===== src/rtl/iter_decoder_core.sv =====
// Iterative offset min-sum decoder: one shared check/variable update
// layer reused across iterations, with optional stop on convergence.

module interm_layer #(
  parameter int WIDTH         = 6,
  parameter int N_V           = 7,
  parameter int E             = 12,
  parameter int EXTENDED_BITS = 2,
  parameter int IDX_W         = 8
) (
  input  logic [WIDTH*N_V-1:0] all_llrs_i,
  input  logic [WIDTH*E-1:0]   prev_proc_elem_i,
  input  logic [IDX_W-1:0]     bias_idx_i,
  output logic [WIDTH*E-1:0]   proc_elem_o
);

  localparam int IW   = WIDTH + EXTENDED_BITS;
  localparam int QMAX = (1 << (IW - 1)) - 1;
  localparam int QMIN = -(1 << (IW - 1));
  localparam int RMAX = (1 << (WIDTH - 1)) - 1;
  localparam int DEG  = 4;
  // Edge e joins check e/DEG to variable EV[e] (Hamming(7,4) checks).
  localparam int EV [12] = '{0, 1, 2, 4, 0, 1, 3, 5, 0, 2, 3, 6};

  function automatic int bias_lut(logic [IDX_W-1:0] idx);
    int b;
    case (idx)
      IDX_W'(0): b = 2;
      IDX_W'(1): b = 1;
      default:   b = 0;
    endcase
    return b;
  endfunction

  int q [E];
  int bias;

  always_comb begin
    bias = bias_lut(bias_idx_i);
    for (int e = 0; e < E; e++) begin
      q[e] = int'($signed(all_llrs_i[EV[e]*WIDTH +: WIDTH]));
      for (int j = 0; j < E; j++) begin
        if (j != e && EV[j] == EV[e]) begin
          q[e] += int'($signed(prev_proc_elem_i[j*WIDTH +: WIDTH]));
        end
      end
      if (q[e] > QMAX) q[e] = QMAX;
      if (q[e] < QMIN) q[e] = QMIN;
    end
  end

  always_comb begin
    proc_elem_o = '0;
    for (int e = 0; e < E; e++) begin
      int   mn;
      int   r;
      logic sg;
      mn = QMAX + 1;
      sg = 1'b0;
      r  = 0;
      for (int j = 0; j < E; j++) begin
        if (j != e && (j / DEG) == (e / DEG)) begin
          sg = sg ^ (q[j] < 0);
          if ((q[j] < 0 ? -q[j] : q[j]) < mn) begin
            mn = q[j] < 0 ? -q[j] : q[j];
          end
        end
      end
      mn = mn - bias;
      if (mn < 0)    mn = 0;
      if (mn > RMAX) mn = RMAX;
      r = sg ? -mn : mn;
      proc_elem_o[e*WIDTH +: WIDTH] = r[WIDTH-1:0];
    end
  end

endmodule

module iter_decoder_core #(
  parameter int WIDTH         = 6,
  parameter int N_V           = 7,
  parameter int E             = 12,
  parameter int EXTENDED_BITS = 2,
  parameter int N_ITER        = 5,
  parameter int EARLY_STOP    = 1,
  localparam int ITER_W       = $clog2(N_ITER + 1)
) (
  input  logic                 clk,
  input  logic                 rst,
  input  logic                 in_valid,
  output logic                 in_ready,
  input  logic [WIDTH*N_V-1:0] in_llrs,
  output logic                 out_valid,
  input  logic                 out_ready,
  output logic [WIDTH*E-1:0]   out_proc_elem,
  output logic [WIDTH*N_V-1:0] out_llrs,
  output logic [ITER_W-1:0]    out_iters,
  output logic                 out_converged
);

  localparam int INT_SIZE = 8;

  typedef enum logic [1:0] {
    IDLE,
    RUN,
    DONE
  } state_e;

  state_e                 state_q, state_d;
  logic [WIDTH*N_V-1:0]   llr_q, llr_d;
  logic [WIDTH*E-1:0]     pe_q, pe_d;
  logic [ITER_W-1:0]      iter_q, iter_d;
  logic                   conv_q, conv_d;
  logic [WIDTH*E-1:0]     proc_elem;
  logic [INT_SIZE-1:0]    bias_idx;
  logic                   stop_max;
  logic                   stop_conv;

  assign bias_idx = {{(INT_SIZE - ITER_W){1'b0}}, iter_q};

  interm_layer #(
    .WIDTH         (WIDTH),
    .N_V           (N_V),
    .E             (E),
    .EXTENDED_BITS (EXTENDED_BITS),
    .IDX_W         (INT_SIZE)
  ) u_layer (
    .all_llrs_i       (llr_q),
    .prev_proc_elem_i (pe_q),
    .bias_idx_i       (bias_idx),
    .proc_elem_o      (proc_elem)
  );

  // Iteration 0 is never a convergence candidate: pe_q is still all-zero.
  assign stop_max  = (iter_q == ITER_W'(N_ITER - 1));
  assign stop_conv = (EARLY_STOP != 0) && (iter_q != '0)
                   && (proc_elem == pe_q);

  always_comb begin
    state_d = state_q;
    llr_d   = llr_q;
    pe_d    = pe_q;
    iter_d  = iter_q;
    conv_d  = conv_q;
    unique case (state_q)
      IDLE: begin
        if (in_valid) begin
          llr_d   = in_llrs;
          pe_d    = '0;
          iter_d  = '0;
          conv_d  = 1'b0;
          state_d = RUN;
        end
      end
      RUN: begin
        pe_d   = proc_elem;
        iter_d = iter_q + 1'b1;
        if (stop_max || stop_conv) begin
          state_d = DONE;
          conv_d  = stop_conv;
        end
      end
      DONE: begin
        if (out_ready) state_d = IDLE;
      end
      default: state_d = IDLE;
    endcase
  end

  always_ff @(posedge clk) begin
    if (rst) begin
      state_q <= IDLE;
      llr_q   <= '0;
      pe_q    <= '0;
      iter_q  <= '0;
      conv_q  <= 1'b0;
    end else begin
      state_q <= state_d;
      llr_q   <= llr_d;
      pe_q    <= pe_d;
      iter_q  <= iter_d;
      conv_q  <= conv_d;
    end
  end

  assign in_ready      = (state_q == IDLE);
  assign out_valid     = (state_q == DONE);
  assign out_proc_elem = pe_q;
  assign out_llrs      = llr_q;
  assign out_iters     = iter_q;
  assign out_converged = conv_q;

endmodule


===== config.mk =====
export PLATFORM = sky130hd
export DESIGN_NAME = iter_decoder_core
export DESIGN_NICKNAME = d
export VERILOG_FILES = /design/src/rtl/iter_decoder_core.sv
export SDC_FILE = /design/constraint.sdc
export NUM_CORES = 1
export LEC_CHECK = 0
export ABC_AREA = 1
export CAP_MARGIN = 20
export CORE_UTILIZATION = 50
export CTS_BUF_LIST = sky130_fd_sc_hd__clkbuf_8
export DETAILED_ROUTE_END_ITERATION = 6
export PLACE_DENSITY = 0.78
export SYNTH_ARGS = -nofsm -noshare
export SYNTH_HDL_FRONTEND = slang
export SYNTH_HIERARCHICAL = 1
export SYNTH_SLANG_ARGS = --single-unit

===== constraint.sdc =====
create_clock -name clk -period 10.7 [get_ports clk]
set_input_delay 2.675 -clock clk [delete_from_list [all_inputs] [get_ports clk]]
set_output_delay 2.675 -clock clk [all_outputs]
set_load 0.05 [all_outputs]

==> flow_metrics.env <==
export IMPL_result_of_the_run="finished, final reports clean"
export IMPL_ctsLongestPathBuffers=2
export IMPL_normalized_max_slew_margin_pct=26.40
export IMPL_groute_usage_overall_pct=27.32
export IMPL_yosys_top_cells_count="sky130_fd_sc_hd__nand2_1 (1,242), sky130_fd_sc_hd__ha_1 (631), sky130_fd_sc_hd__inv_1 (535), sky130_fd_sc_hd__nor2_1 (407), sky130_fd_sc_hd__a21oi_1 (361)"
export IMPL_synth_largest_area_cell="sky130_fd_sc_hd__ha_1"
export IMPL_yosys_cell_types_count=67
export IMPL_total_switching_power_mw=5.211
export IMPL_power_density_nw_per_um2=249.0
export IMPL_first_pass_grt_wire_length_mm=127.5
export IMPL_drtPass1Iterations=6
export IMPL_number_of_clock_sinks=120
export IMPL_cts_htree_levels=4
export IMPL_holdBufCountCts=0
export IMPL_ys_seq_elements=120
export IMPL_cts_tree="built"
export IMPL_max_cap_check_violation_count=0
export IMPL_timing_final_hold_violations=0
export IMPL_clock_skew_ns=0.02986
export IMPL_max_freq_mhz=100.8
export IMPL_cts_root_buf="sky130_fd_sc_hd__clkbuf_8"
export IMPL_power_frac_comb_pct=86.0
export IMPL_place_port_buffers=165
export IMPL_arrival_ns=10.41
export IMPL_worst_path_max_delay_cell="sky130_fd_sc_hd__fa_1"
export IMPL_cpLargestDelayFamily="simple AND/OR/NAND/NOR gates"
export IMPL_mappedNetlistArea_sq_um=28520
export IMPL_timing_critical_path_to_type="flip-flop"
export IMPL_crit_path_frequent_cell="sky130_fd_sc_hd__nand2_1"
export IMPL_die_height_microns=240.8
export IMPL_placeableCoreArea_sq_um=56390
export IMPL_wl_per_cell_microns=12.79
export IMPL_worstSetupStartpointType="flip-flop"
export IMPL_p_int_mw=3.371
export IMPL_drt_wl_total_mm=79.45
export IMPL_max_vdd_ir_drop_mv=0.1758
export IMPL_worst_slack_ns=0.7828
export IMPL_power_sequential_fraction_pct=8.5
export IMPL_layout_nets=6148
export IMPL_post_synth_edffs=0
export IMPL_sequential_area_sq_um=2404
export IMPL_area_of_the_multi_input_gates_sq_um=26650
export IMPL_hold_path_class="reg2reg"
export IMPL_sw_frac_of_total_pct=60.72
export IMPL_required_ns=11.19
export IMPL_grt_max_degree=79
export IMPL_synth_most_common_cell="sky130_fd_sc_hd__nand2_1"
export IMPL_final_max_slew_viol_count=0
export IMPL_pre_cts_slack_ns=0.1176
export IMPL_synth_area_top_cells="sky130_fd_sc_hd__ha_1 (28%), sky130_fd_sc_hd__nand2_1 (16%), sky130_fd_sc_hd__dfxtp_1 (8.4%), sky130_fd_sc_hd__inv_1 (7.0%), sky130_fd_sc_hd__a21oi_1 (6.3%)"
export IMPL_critPathKind="reg2reg"
export IMPL_place_detailed_hpwl_mm=65.99
export IMPL_design_die_area_sq_um=58010
export IMPL_layout_area_overhead_vs_synth_pct=20.83
export IMPL_place_inst=6174
export IMPL_critical_path_n_buffers_inverters=7
export IMPL_tritoncts_num_buffers=17
export IMPL_initial_utilization_pct=50.59
export IMPL_leakagePower_nw=19.22
export IMPL_post_route_cells_drive_above_1_share_pct=5.792
export IMPL_yosys_most_used_dff="sky130_fd_sc_hd__dfxtp_1"
export IMPL_detail_route_vias_per_cell=4.943
export IMPL_insertedDiodeCount=0
export IMPL_totalPowerFinal_mw=8.583
export IMPL_final_period_utilization_pct=92.68
export IMPL_avgSynthCellArea_sq_um=6.295
export IMPL_gp_routability_congestion=0.9860
export IMPL_instances_no_fill=6212
export IMPL_clkPwrFrac_pct=5.6
export IMPL_placed_cell_area_sq_um=33860
export IMPL_synth_warning_count=6
export IMPL_timing_final_setup_violations=0
export IMPL_portion_of_the_post_synthesis_area_used_by_sequential_elements_pct=8.422
export IMPL_post_route_drc_violation_count=0
export IMPL_antenna_violating_nets_post_route=0
export IMPL_grt_overflow=0
export IMPL_drt_iter0_markers=2189
export IMPL_layout_cell_area_non_filler_sq_um=34470
export IMPL_number_of_global_route_vias_before_repair=26802
export IMPL_die_width_microns=240.8
export IMPL_synth_async_reset_ratio_pct=0
export IMPL_clock_transition_at_the_register_clock_pins_on_the_worst_setup_and_hold_paths_after_cts_ns=0.10
export IMPL_num_rows=87
export IMPL_insertion_delay_to_the_later_sink_of_the_worst_skew_pair_ns=0.57
export IMPL_syn_instance_count=4531
export IMPL_slew_worst_pin_ns=1.104
export IMPL_critical_path_max_stage_delay_ns=0.40
export IMPL_netlist_area_leader_share_pct=27.68
export IMPL_worstPathMaxFanout=8
export IMPL_grt_antenna_before_repair=0
export IMPL_count_of_boundary_i_o_pins=166
export IMPL_vias=30708
export IMPL_final_fill_count=5552
export IMPL_layout_min_cycle_time_ns=9.917
state kept, by name (all words and copies together) (netlist names):
register / cells
state_q: 2
out_llrs: 42
out_proc_elem: 72
out_converged: 1
out_iters: 3
worst reg2reg max path, delay by kind of cell (launching register included):
kind,cells,cell delay [ns]
AND/OR/NAND/NOR,47,4.84
flip-flops,1,0.37
AO/OA/AOI/OAI,10,1.75
adder cells (fa/ha/maj),8,2.21
buffers and inverters,7,0.66
area by class of cell:
type / count / area share, %
multi-input combinational: 4535 / 77.31
sequential: 120 / 6.974
inverter: 567 / 6.182
timing repair buffer: 202 / 5.583
tap: 756 / 2.744
clock buffer: 19 / 0.7587
clock inverter: 13 / 0.4465
placed cells by master (no fill, tap or decap), types with 6 or more instances in the layout:
cell type	n
sky130_fd_sc_hd__or2_2	19
sky130_fd_sc_hd__fa_1	28
sky130_fd_sc_hd__nand3b_1	31
sky130_fd_sc_hd__xor2_1	105
sky130_fd_sc_hd__clkbuf_8	19
sky130_fd_sc_hd__a211oi_1	28
sky130_fd_sc_hd__ha_1	630
sky130_fd_sc_hd__a21oi_1	361
sky130_fd_sc_hd__o21ai_1	100
sky130_fd_sc_hd__o221a_2	6
sky130_fd_sc_hd__nor2_2	25
sky130_fd_sc_hd__nor3b_1	6
sky130_fd_sc_hd__inv_2	33
sky130_fd_sc_hd__conb_1	750
sky130_fd_sc_hd__nor3_1	49
sky130_fd_sc_hd__o31ai_1	7
sky130_fd_sc_hd__inv_1	534
sky130_fd_sc_hd__a21o_1	15
sky130_fd_sc_hd__xnor2_1	48
sky130_fd_sc_hd__nand2_2	74
sky130_fd_sc_hd__dfxtp_1	119
sky130_fd_sc_hd__nand2_1	1232
sky130_fd_sc_hd__nor2_4	10
sky130_fd_sc_hd__a31oi_1	12
sky130_fd_sc_hd__o21a_1	16
sky130_fd_sc_hd__clkdlybuf4s50_1	164
sky130_fd_sc_hd__nor4_1	16
sky130_fd_sc_hd__o21ai_0	117
sky130_fd_sc_hd__nand3_2	17
sky130_fd_sc_hd__nand2_4	11
sky130_fd_sc_hd__nand4_1	67
sky130_fd_sc_hd__buf_4	37
sky130_fd_sc_hd__nand3_1	255
sky130_fd_sc_hd__nor2_1	401
sky130_fd_sc_hd__o21ai_2	29
sky130_fd_sc_hd__a2111oi_0	6
repair_timing:
action,CTS,global route
pin swaps,0,7
gates resized for setup,1,64
buffers inserted,0,6
endpoints found under the setup margin,1,3
power by group through the flow:
stage	registers [mW]	clock network, mW	logic [mW]
after floorplan	1.00	0	5.16
after global placement	0.732	0	6.96
after detailed placement	0.735	0	7.08
after CTS	0.725	0.492	7.12
after global routing	0.741	0.506	8.32
final	0.726	0.479	7.38
cells by family after synthesis:
logic type      Yosys count  share of synthesized area [%]
simple gates           2243                          34.29
compound gates          728                          14.26
fa+ha+maj               659                          29.64
buf+inv                 623                          8.536
xor+xnor                155                          4.812
flops                   120                          8.422
other cells               3                        0.03948
per-layer routing:
| layer | vias to the layer above | track usage (%) | part of all wire [%] |
|---|---|---|---|
| met5 | - | 0 | 0 |
| met4 | 0 | 10.93 | 3.6 |
| met3 | 153 | 4.850 | 7.0 |
| met2 | 789 | 45.75 | 45 |
| met1 | 13598 | 34.53 | 45 |
| li1 | 16168 | - | - |
path summary, 6_finish.rpt:
check                         start           endpoint  slack [ns]  cells past startpoint
setup / recovery   out_proc_elem[0]      out_converged        0.78                     72
hold / removal    out_proc_elem[70]  out_proc_elem[70]        0.50                      2
setup reg to reg   out_proc_elem[0]      out_converged        0.78                     72
hold reg to reg   out_proc_elem[70]  out_proc_elem[70]        0.50                      2
per-stage QoR:
| step | hold WS, ns | TNS, ns | utilization [%] |
|---|---|---|---|
| 6_report | 0.5008 | 0 | 61.12 |
| 5_1_grt | 0.5159 | -0.02379 | 61.12 |
| 4_1_cts | 0.4994 | 0 | 60.80 |
| 3_5_place_dp | 0.4874 | 0 | 60.05 |
| 3_3_place_gp | 0.4782 | 0 | 60.05 |
| 2_1_floorplan | 0.4985 | 0 | - |
No activity file was read; power rests on OpenSTA's default activity.
